File: src/rtl/weight_fifo_pkg.sv
`default_nettype none
// ============================================================================
//  Module      : weight_fifo_pkg
//  Description : Shared types and constants for the weight FIFO drain path.
//                - state_t         : drain controller FSM encoding
//                - c_fifo_rd_lat   : FIFO read latency (pop -> data valid)
//                - cnt_width()     : width of the drain/flush slot counter
//  Revision    : 1.0 - initial release
// ============================================================================
package weight_fifo_pkg;

    typedef enum logic [1:0] {
        ST_IDLE      = 2'd0,
        ST_WAIT_LOAD = 2'd1,
        ST_DRAIN     = 2'd2,
        ST_FLUSH     = 2'd3
    } state_t;

    // Cycles from a FIFO pop until the popped word is on the FIFO output.
    localparam int c_fifo_rd_lat = 1;

    // The counter must hold depth+width without wrapping.
    function automatic int cnt_width(input int depth, input int width);
        return $clog2(depth + width) + 1;
    endfunction

endpackage
`default_nettype wire

File: src/rtl/fifo_out_ctrl_if.sv
`default_nettype none
// ============================================================================
//  Module      : fifo_out_ctrl_if
//  Description : Control/status bundle between the drain controller, the
//                weight FIFO bank and the PE array.
//                en, weights_ready, stall : requests into the controller
//                fifo_pop, w_load         : per-lane pop / per-column load
//                busy, done               : controller status
//                modport master = controller, modport slave = environment
//  Revision    : 1.0 - initial release
// ============================================================================
interface fifo_out_ctrl_if #(
    parameter int FIFO_WIDTH = 16
);
    logic                  en;
    logic                  weights_ready;
    logic                  stall;
    logic [FIFO_WIDTH-1:0] fifo_pop;
    logic [FIFO_WIDTH-1:0] w_load;
    logic                  busy;
    logic                  done;

    modport master (
        input  en, weights_ready, stall,
        output fifo_pop, w_load, busy, done
    );

    modport slave (
        output en, weights_ready, stall,
        input  fifo_pop, w_load, busy, done
    );
endinterface
`default_nettype wire

File: src/rtl/skew_line.sv
`default_nettype none
// ============================================================================
//  Module      : skew_line
//  Description : WIDTH-tap diagonal skew shift register.
//                clk, rstn : clock, asynchronous active-low reset
//                shift_en  : advance the line by one slot
//                serial_in : lane-0 value for the current slot
//                taps      : taps[0] = serial_in (pass-through),
//                            taps[i] = serial_in from i advances ago
//  Revision    : 1.0 - initial release
// ============================================================================
module skew_line #(
    parameter int WIDTH = 16
) (
    input  logic             clk,
    input  logic             rstn,
    input  logic             shift_en,
    input  logic             serial_in,
    output logic [WIDTH-1:0] taps
);

    generate
        if (WIDTH > 1) begin : g_line
            // r_tap[j] holds the lane-(j+1) value for the current slot.
            logic [WIDTH-2:0] r_tap;

            assign taps = {r_tap, serial_in};

            always_ff @(posedge clk or negedge rstn) begin
                if (!rstn) begin
                    r_tap <= '0;
                end else if (shift_en) begin
                    r_tap <= taps[WIDTH-2:0];
                end
            end
        end else begin : g_pass
            assign taps = serial_in;
        end
    endgenerate

endmodule
`default_nettype wire

File: src/rtl/fifo_out_ctrl.sv
`default_nettype none
// ============================================================================
//  Module      : fifo_out_ctrl
//  Description : Drain-side controller for the weight FIFO bank. Pops
//                FIFO_DEPTH entries from each of FIFO_WIDTH lanes with a
//                diagonal skew (lane i lags lane 0 by i advancing cycles),
//                raises w_load one read-latency after each pop and pulses
//                done after the last column has loaded.
//                clk  : clock
//                rstn : asynchronous active-low reset
//                bus  : fifo_out_ctrl_if.master (en, weights_ready, stall in;
//                       fifo_pop, w_load, busy, done out, all registered)
//  Revision    : 1.0 - initial release
// ============================================================================
module fifo_out_ctrl
    import weight_fifo_pkg::*;
#(
    parameter int FIFO_WIDTH = 16,
    parameter int FIFO_DEPTH = 16
) (
    input  logic                clk,
    input  logic                rstn,
    fifo_out_ctrl_if.master     bus
);

    localparam int CNT_WIDTH = cnt_width(FIFO_DEPTH, FIFO_WIDTH);

    // Slot index of the last lane-0 pop.
    localparam logic [CNT_WIDTH-1:0] c_last_pop = CNT_WIDTH'(FIFO_DEPTH - 1);
    localparam logic [CNT_WIDTH-1:0] c_depth    = CNT_WIDTH'(FIFO_DEPTH);
    // Counter value on the edge that raises done, and on the edge that
    // returns to IDLE (done is visible for exactly one cycle in between).
    localparam logic [CNT_WIDTH-1:0] c_done_cnt = CNT_WIDTH'(FIFO_DEPTH + FIFO_WIDTH - 1);
    localparam logic [CNT_WIDTH-1:0] c_end_cnt  = CNT_WIDTH'(FIFO_DEPTH + FIFO_WIDTH);

    state_t                r_state;
    state_t                w_state_nxt;
    logic [CNT_WIDTH-1:0]  r_cnt;
    logic [CNT_WIDTH-1:0]  w_cnt_nxt;
    logic [CNT_WIDTH-1:0]  w_slot;
    logic                  w_enter;
    logic                  w_run;
    logic                  w_adv;
    logic                  w_lane0;
    logic [FIFO_WIDTH-1:0] w_taps;
    logic [FIFO_WIDTH-1:0] w_pop_nxt;
    logic                  w_busy_nxt;
    logic                  w_done_nxt;
    logic [FIFO_WIDTH-1:0] r_pop;
    logic                  r_busy;
    logic                  r_done;
    logic [FIFO_WIDTH-1:0] r_load_pipe [c_fifo_rd_lat];

    // ------------------------------------------------------------------
    // State, counter and output registers
    // ------------------------------------------------------------------
    always_ff @(posedge clk or negedge rstn) begin
        if (!rstn) begin
            r_state <= ST_IDLE;
            r_cnt   <= '0;
            r_pop   <= '0;
            r_busy  <= 1'b0;
            r_done  <= 1'b0;
        end else begin
            r_state <= w_state_nxt;
            r_cnt   <= w_cnt_nxt;
            r_pop   <= w_pop_nxt;
            r_busy  <= w_busy_nxt;
            r_done  <= w_done_nxt;
        end
    end

    // ------------------------------------------------------------------
    // Next-state logic
    // ------------------------------------------------------------------
    always_comb begin
        w_enter = (r_state == ST_WAIT_LOAD) && bus.weights_ready;
        w_run   = ((r_state == ST_DRAIN) || (r_state == ST_FLUSH)) && !bus.stall;
        // Slot being issued on this edge: entry edge is slot 0.
        w_slot  = w_enter ? '0 : (r_cnt + CNT_WIDTH'(1));

        w_state_nxt = r_state;
        case (r_state)
            ST_IDLE: begin
                if (bus.en) begin
                    w_state_nxt = ST_WAIT_LOAD;
                end
            end
            ST_WAIT_LOAD: begin
                if (w_enter) begin
                    w_state_nxt = (w_slot >= c_last_pop) ? ST_FLUSH : ST_DRAIN;
                end
            end
            ST_DRAIN: begin
                if (w_run && (w_slot >= c_last_pop)) begin
                    w_state_nxt = ST_FLUSH;
                end
            end
            ST_FLUSH: begin
                if (w_run && (r_cnt == c_end_cnt)) begin
                    w_state_nxt = ST_IDLE;
                end
            end
            default: w_state_nxt = ST_IDLE;
        endcase
    end

    // ------------------------------------------------------------------
    // Output / datapath next values
    // ------------------------------------------------------------------
    always_comb begin
        // The skew line only advances on a slot, so a stall freezes the
        // wavefront and resumes it without losing or repeating a pop.
        w_adv   = w_enter || w_run;
        w_lane0 = w_adv && (w_slot < c_depth);

        w_cnt_nxt = r_cnt;
        if (w_enter) begin
            w_cnt_nxt = '0;
        end else if (w_run && (w_state_nxt != ST_IDLE)) begin
            w_cnt_nxt = r_cnt + CNT_WIDTH'(1);
        end

        w_pop_nxt  = w_adv ? w_taps : '0;
        w_busy_nxt = (w_state_nxt != ST_IDLE);
        w_done_nxt = w_run && (r_state == ST_FLUSH) && (r_cnt == c_done_cnt);
    end

    skew_line #(
        .WIDTH (FIFO_WIDTH)
    ) u_skew_line (
        .clk       (clk),
        .rstn      (rstn),
        .shift_en  (w_adv),
        .serial_in (w_lane0),
        .taps      (w_taps)
    );

    // w_load follows fifo_pop by the FIFO read latency and ignores stall,
    // so words already popped still reach the array.
    always_ff @(posedge clk or negedge rstn) begin
        if (!rstn) begin
            for (int k = 0; k < c_fifo_rd_lat; k++) begin
                r_load_pipe[k] <= '0;
            end
        end else begin
            r_load_pipe[0] <= r_pop;
            for (int k = 1; k < c_fifo_rd_lat; k++) begin
                r_load_pipe[k] <= r_load_pipe[k-1];
            end
        end
    end

    assign bus.fifo_pop = r_pop;
    assign bus.w_load   = r_load_pipe[c_fifo_rd_lat-1];
    assign bus.busy     = r_busy;
    assign bus.done     = r_done;

endmodule
`default_nettype wire
File: src/flat_wrapper.sv
// flat-port wrapper written by rule: the top's interface ports become plain ports
module fifo_out_ctrl_flat import weight_fifo_pkg::*;
#(
    parameter int FIFO_WIDTH = 16,
    parameter int FIFO_DEPTH = 16
)
  (clk, rstn, bus_en, bus_weights_ready, bus_stall, bus_fifo_pop, bus_w_load, bus_busy, bus_done);
  fifo_out_ctrl_if #(.FIFO_WIDTH(FIFO_WIDTH)) bus_i ();
  input  logic clk;
  input  logic rstn;
  input wire logic [$bits(bus_i.en)-1:0] bus_en;
  input wire logic [$bits(bus_i.weights_ready)-1:0] bus_weights_ready;
  input wire logic [$bits(bus_i.stall)-1:0] bus_stall;
  output wire logic [$bits(bus_i.fifo_pop)-1:0] bus_fifo_pop;
  output wire logic [$bits(bus_i.w_load)-1:0] bus_w_load;
  output wire logic [$bits(bus_i.busy)-1:0] bus_busy;
  output wire logic [$bits(bus_i.done)-1:0] bus_done;
  assign bus_i.en = bus_en;
  assign bus_i.weights_ready = bus_weights_ready;
  assign bus_i.stall = bus_stall;
  assign bus_fifo_pop = bus_i.fifo_pop;
  assign bus_w_load = bus_i.w_load;
  assign bus_busy = bus_i.busy;
  assign bus_done = bus_i.done;
  fifo_out_ctrl #(.FIFO_WIDTH(FIFO_WIDTH), .FIFO_DEPTH(FIFO_DEPTH)) u_core (.clk(clk), .rstn(rstn), .bus(bus_i));
endmodule
File: config.mk
export PLATFORM = sky130hd
export DESIGN_NAME = fifo_out_ctrl_flat
export DESIGN_NICKNAME = d
export VERILOG_FILES = /design/src/rtl/weight_fifo_pkg.sv /design/src/rtl/fifo_out_ctrl_if.sv /design/src/rtl/skew_line.sv /design/src/rtl/fifo_out_ctrl.sv /design/src/flat_wrapper.sv
export SDC_FILE = /design/constraint.sdc
export NUM_CORES = 1
export LEC_CHECK = 0
export ABC_CLOCK_PERIOD_IN_PS = 1800
export BUFFER_PORTS_ARGS = -buffer_cell sky130_fd_sc_hd__buf_4
export CORE_ASPECT_RATIO = 1.5
export CORE_UTILIZATION = 35
export CTS_BUF_LIST = sky130_fd_sc_hd__clkbuf_8
export DETAILED_ROUTE_END_ITERATION = 16
export PLACE_DENSITY = 0.62
export SETUP_SLACK_MARGIN = 0.05
export SYNTH_ARGS = -nofsm -noshare
export SYNTH_HDL_FRONTEND = slang
export SYNTH_SLANG_ARGS = --single-unit
export TNS_END_PERCENT = 10
File: constraint.sdc
create_clock -name clk -period 1.8 [get_ports clk]
set_clock_uncertainty 0.05 [all_clocks]
set_input_delay 0.18 -clock clk [delete_from_list [all_inputs] [get_ports clk]]
set_output_delay 0.18 -clock clk [all_outputs]
set_load 0.01 [all_outputs]
==> flow_metrics.env <==
export IMPL_tightest_slew_ns=0.698
export IMPL_antenna_found_initial=0
export IMPL_power_frac_comb_pct=22.7
export IMPL_synth_compound_area_share_pct=9.76
export IMPL_clockPowerShare_pct=29.3
export IMPL_maxCapViolCount=0
export IMPL_grt_usage_pct=13.0
export IMPL_die_area_sq_um=6140
export IMPL_fin_tns_setup_ns=0
export IMPL_grt_overflow_total=0
export IMPL_crit_path_end_kind="register"
export IMPL_outcome="finished, final reports clean"
export IMPL_antenna_cells=0
export IMPL_cp_required_ns=1.97
export IMPL_start_util_pct=36.8
export IMPL_p_sw_share_pct=28.6
export IMPL_drt_iter0_markers=98
export IMPL_hold_path_class="in2reg"
export IMPL_path_class="reg2reg"
export IMPL_drive_gt1_share_pct=36.5
export IMPL_synth_nets=155
export IMPL_yosys_area_share_adder_pct=1.23
export IMPL_synth_xor_area_share_pct=2.15
export IMPL_cts_made_buffers=9
export IMPL_yosysSeqAreaShare_pct=70.0
export IMPL_instances_no_fill=270
export IMPL_fin_util_pct=47.0
export IMPL_fp_dieH_um=95.5
export IMPL_hold_viol=0
export IMPL_ys_ff_latch=57
export IMPL_gp_congestion=0.800
export IMPL_cts_setup_buffers=0
export IMPL_arrival_ns=1.83
export IMPL_numPortBuffers=38
export IMPL_synth_edf_count=0
export IMPL_grt_pass1_wl_um=5780
export IMPL_cellPowerDensity_nw_per_um2=1470
export IMPL_synthToLayoutAreaGrowth_pct=27.6
export IMPL_num_vias=1289
export IMPL_clk_path_buf_depth=2
export IMPL_async_flop_share_pct=100
export IMPL_netlist_area_leader_share_pct=70.0
export IMPL_finalCritPeriodShare_pct=92.4
export IMPL_vias_per_cell=4.77
export IMPL_first_global_vias=1270
export IMPL_fin_nets=202
export IMPL_drt_total_wl_um=3550
export IMPL_placed_cell_area_sq_um=2400
export IMPL_cp_max_fo=5
export IMPL_relSlewSlack_pct=53.4
export IMPL_start_kind="register"
export IMPL_yosysTopAreaCell="dfrtp_1"
export IMPL_wl_per_cell_um=13.1
export IMPL_p_int_w=0.00273
export IMPL_fin_crit_ns=1.66
export IMPL_io_pins=39
export IMPL_final_max_slew_violation_count=0
export IMPL_syn_inst=148
export IMPL_clk_latency_ns=0.32
export IMPL_synth_area_mux_share_pct=0.491
export IMPL_placed_cells=253
export IMPL_finalSetupViolations=0
export IMPL_fp_dieW_um=64.3
export IMPL_fillCellCount=534
export IMPL_clock_sinks=57
export IMPL_yosysWarnings=0
export IMPL_design_area_sq_um=2600
export IMPL_drt_pre_antenna_iters=4
export IMPL_syn_area_sq_um=2040
export IMPL_synth_cell_types=40
export IMPL_route_detailed_drc=0
export IMPL_cts_tree="built"
export IMPL_rsz0062_at_grt="no"
export IMPL_h_tree_depth=3
export IMPL_max_freq_mhz=601
export IMPL_synth_ff_type="dfrtp_1"
export IMPL_path_clk_slew_ns=0.06
export IMPL_syn_area_per_cell_sq_um=13.8
export IMPL_core_area_sq_um=5530
export IMPL_root_buffer="clkbuf_8"
export IMPL_p_leak_nw=1.32
export IMPL_grt_max_degree=58
export IMPL_rows=33
export IMPL_synth_top_family_by_area="simple AND/OR/NAND/NOR gates"
export IMPL_p_sw_w=0.00110
export IMPL_seqPwrFrac_pct=48.0
export IMPL_postRouteAntennaNets=0
export IMPL_dpl_hpwl_um=2300
export IMPL_yosys_area_share_simple_pct=14.2
export IMPL_ir_drop_mv=0.706
export IMPL_synthTopCellsByArea="dfrtp_1 70%, a31o_2 5.6%, and2_1 4.6%"
[placed cells by master, fill, tap and decap left out, drive strengths merged, types with 2 or more instances in the layout]
| cell type | n |
|---|---|
| nor3b | 2 |
| buf | 41 |
| nor2b | 2 |
| clkinv | 2 |
| ha | 2 |
| nand2 | 7 |
| clkbuf | 10 |
| a31o | 14 |
| a21oi | 3 |
| nor3 | 2 |
| a31oi | 2 |
| xor2 | 4 |
| inv | 6 |
| dfrtp | 57 |
| nor2 | 8 |
| nand3 | 2 |
| nand3b | 2 |
| and2 | 15 |
[cells in the mapped netlist, types with 2 or more instances]
master,count
nand2_1,6
nand3_1,2
inv_1,3
dfrtp_1,57
nor3_1,2
xor2_1,4
ha_1,2
a21oi_1,3
a31o_2,13
buf_2,2
nor2_1,8
nor2b_1,2
and2_1,15
nor3b_1,2
buf_4,2
[worst paths after layout]
check	startpoint	slack (ns)	depth (start not counted)	end
min reg2reg	u_core.bus.fifo_pop[13]	0.32	0	u_core.bus.w_load[13]
max in group asynchronous	rstn	0.84	2	u_core.u_skew_line.g_line.r_tap[6]
min	bus_weights_ready	0.07	3	u_core.r_state[1]
min in group asynchronous	rstn	0.40	2	u_core.bus.w_load[12]
max reg2reg	u_core.r_cnt[0]	0.14	6	u_core.r_state[0]
max	u_core.r_cnt[0]	0.14	6	u_core.r_state[0]
[repair_timing]
| action | 4_1_cts | 5_1_grt |
|---|---|---|
| resized for setup | 0 | 0 |
| hold buffers | 1 | 0 |
| hold endpoints to repair | 57 | 0 |
[routing by layer]
layer  share of wire (%)  global-route usage (%)  wire length (um)
met2                  52                    21.5              1850
met3                 5.2                    4.90               183
met4                 2.2                    9.44                78
met5                   0                       0                 0
met1                  41                    13.3              1440
[registers in the layout, summed over array words and instances (netlist names)]
name / flops
u_core.r_state: 2
u_core.r_cnt: 6
u_core.bus.w_load: 16
u_core.bus.busy: 1
u_core.bus.fifo_pop: 16
u_core.u_skew_line.g_line.r_tap: 15
u_core.bus.done: 1
[final cells by class]
cell class / instances / area, sq um / area share, %
multi-input cells: 82 / 568 / 21.8
clock inverters: 6 / 51.3 / 1.97
clock buffers: 10 / 138 / 5.29
flip-flops and latches: 57 / 1430 / 54.9
repair buffers: 42 / 318 / 12.2
inverters: 3 / 11.3 / 0.433
well taps: 70 / 87.6 / 3.37
[critical path, stage by stage (launching register included)]
cell and delay, ns:
dfrtp_1 0.42, inv_1 0.07, ha_1 0.31, nand3b_1 0.15, o22ai_1 0.10, a211o_1 0.29
o21a_1 0.17
[power by group through the flow]
stage | clock, W | combinational, W | sequential (W)
3_3_place_gp | 0 | 0.000858 | 0.00185
6_report | 0.00112 | 0.000867 | 0.00184
3_5_place_dp | 0 | 0.000877 | 0.00186
2_1_floorplan | 0 | 0.000494 | 0.00187
5_1_grt | 0.00122 | 0.000960 | 0.00188
4_1_cts | 0.00116 | 0.000879 | 0.00184
[cell families (layout without fill, tap and decap cells)]
group / after synthesis / count (layout)
DFF: 57 / 57
and+or+nand+nor: 49 / 49
AOI/OAI and AO/OA: 25 / 25
buffers and inverters: 9 / 61
xor gates and xnor gates: 5 / 5
adders and majority gates: 2 / 2
muxes: 1 / 1
[metrics by stage]
stage / total power, W / worst slack [ns] / hold slack, ns
2_1_floorplan: 0.00236 / 0.293 / -0.166
3_3_place_gp: 0.00271 / 0.210 / 0.225
3_5_place_dp: 0.00274 / 0.170 / 0.234
4_1_cts: 0.00388 / 0.157 / 0.0629
5_1_grt: 0.00406 / 0.0678 / 0.0879
6_report: 0.00383 / 0.137 / 0.0733
Power figures use the tool's default switching activity.
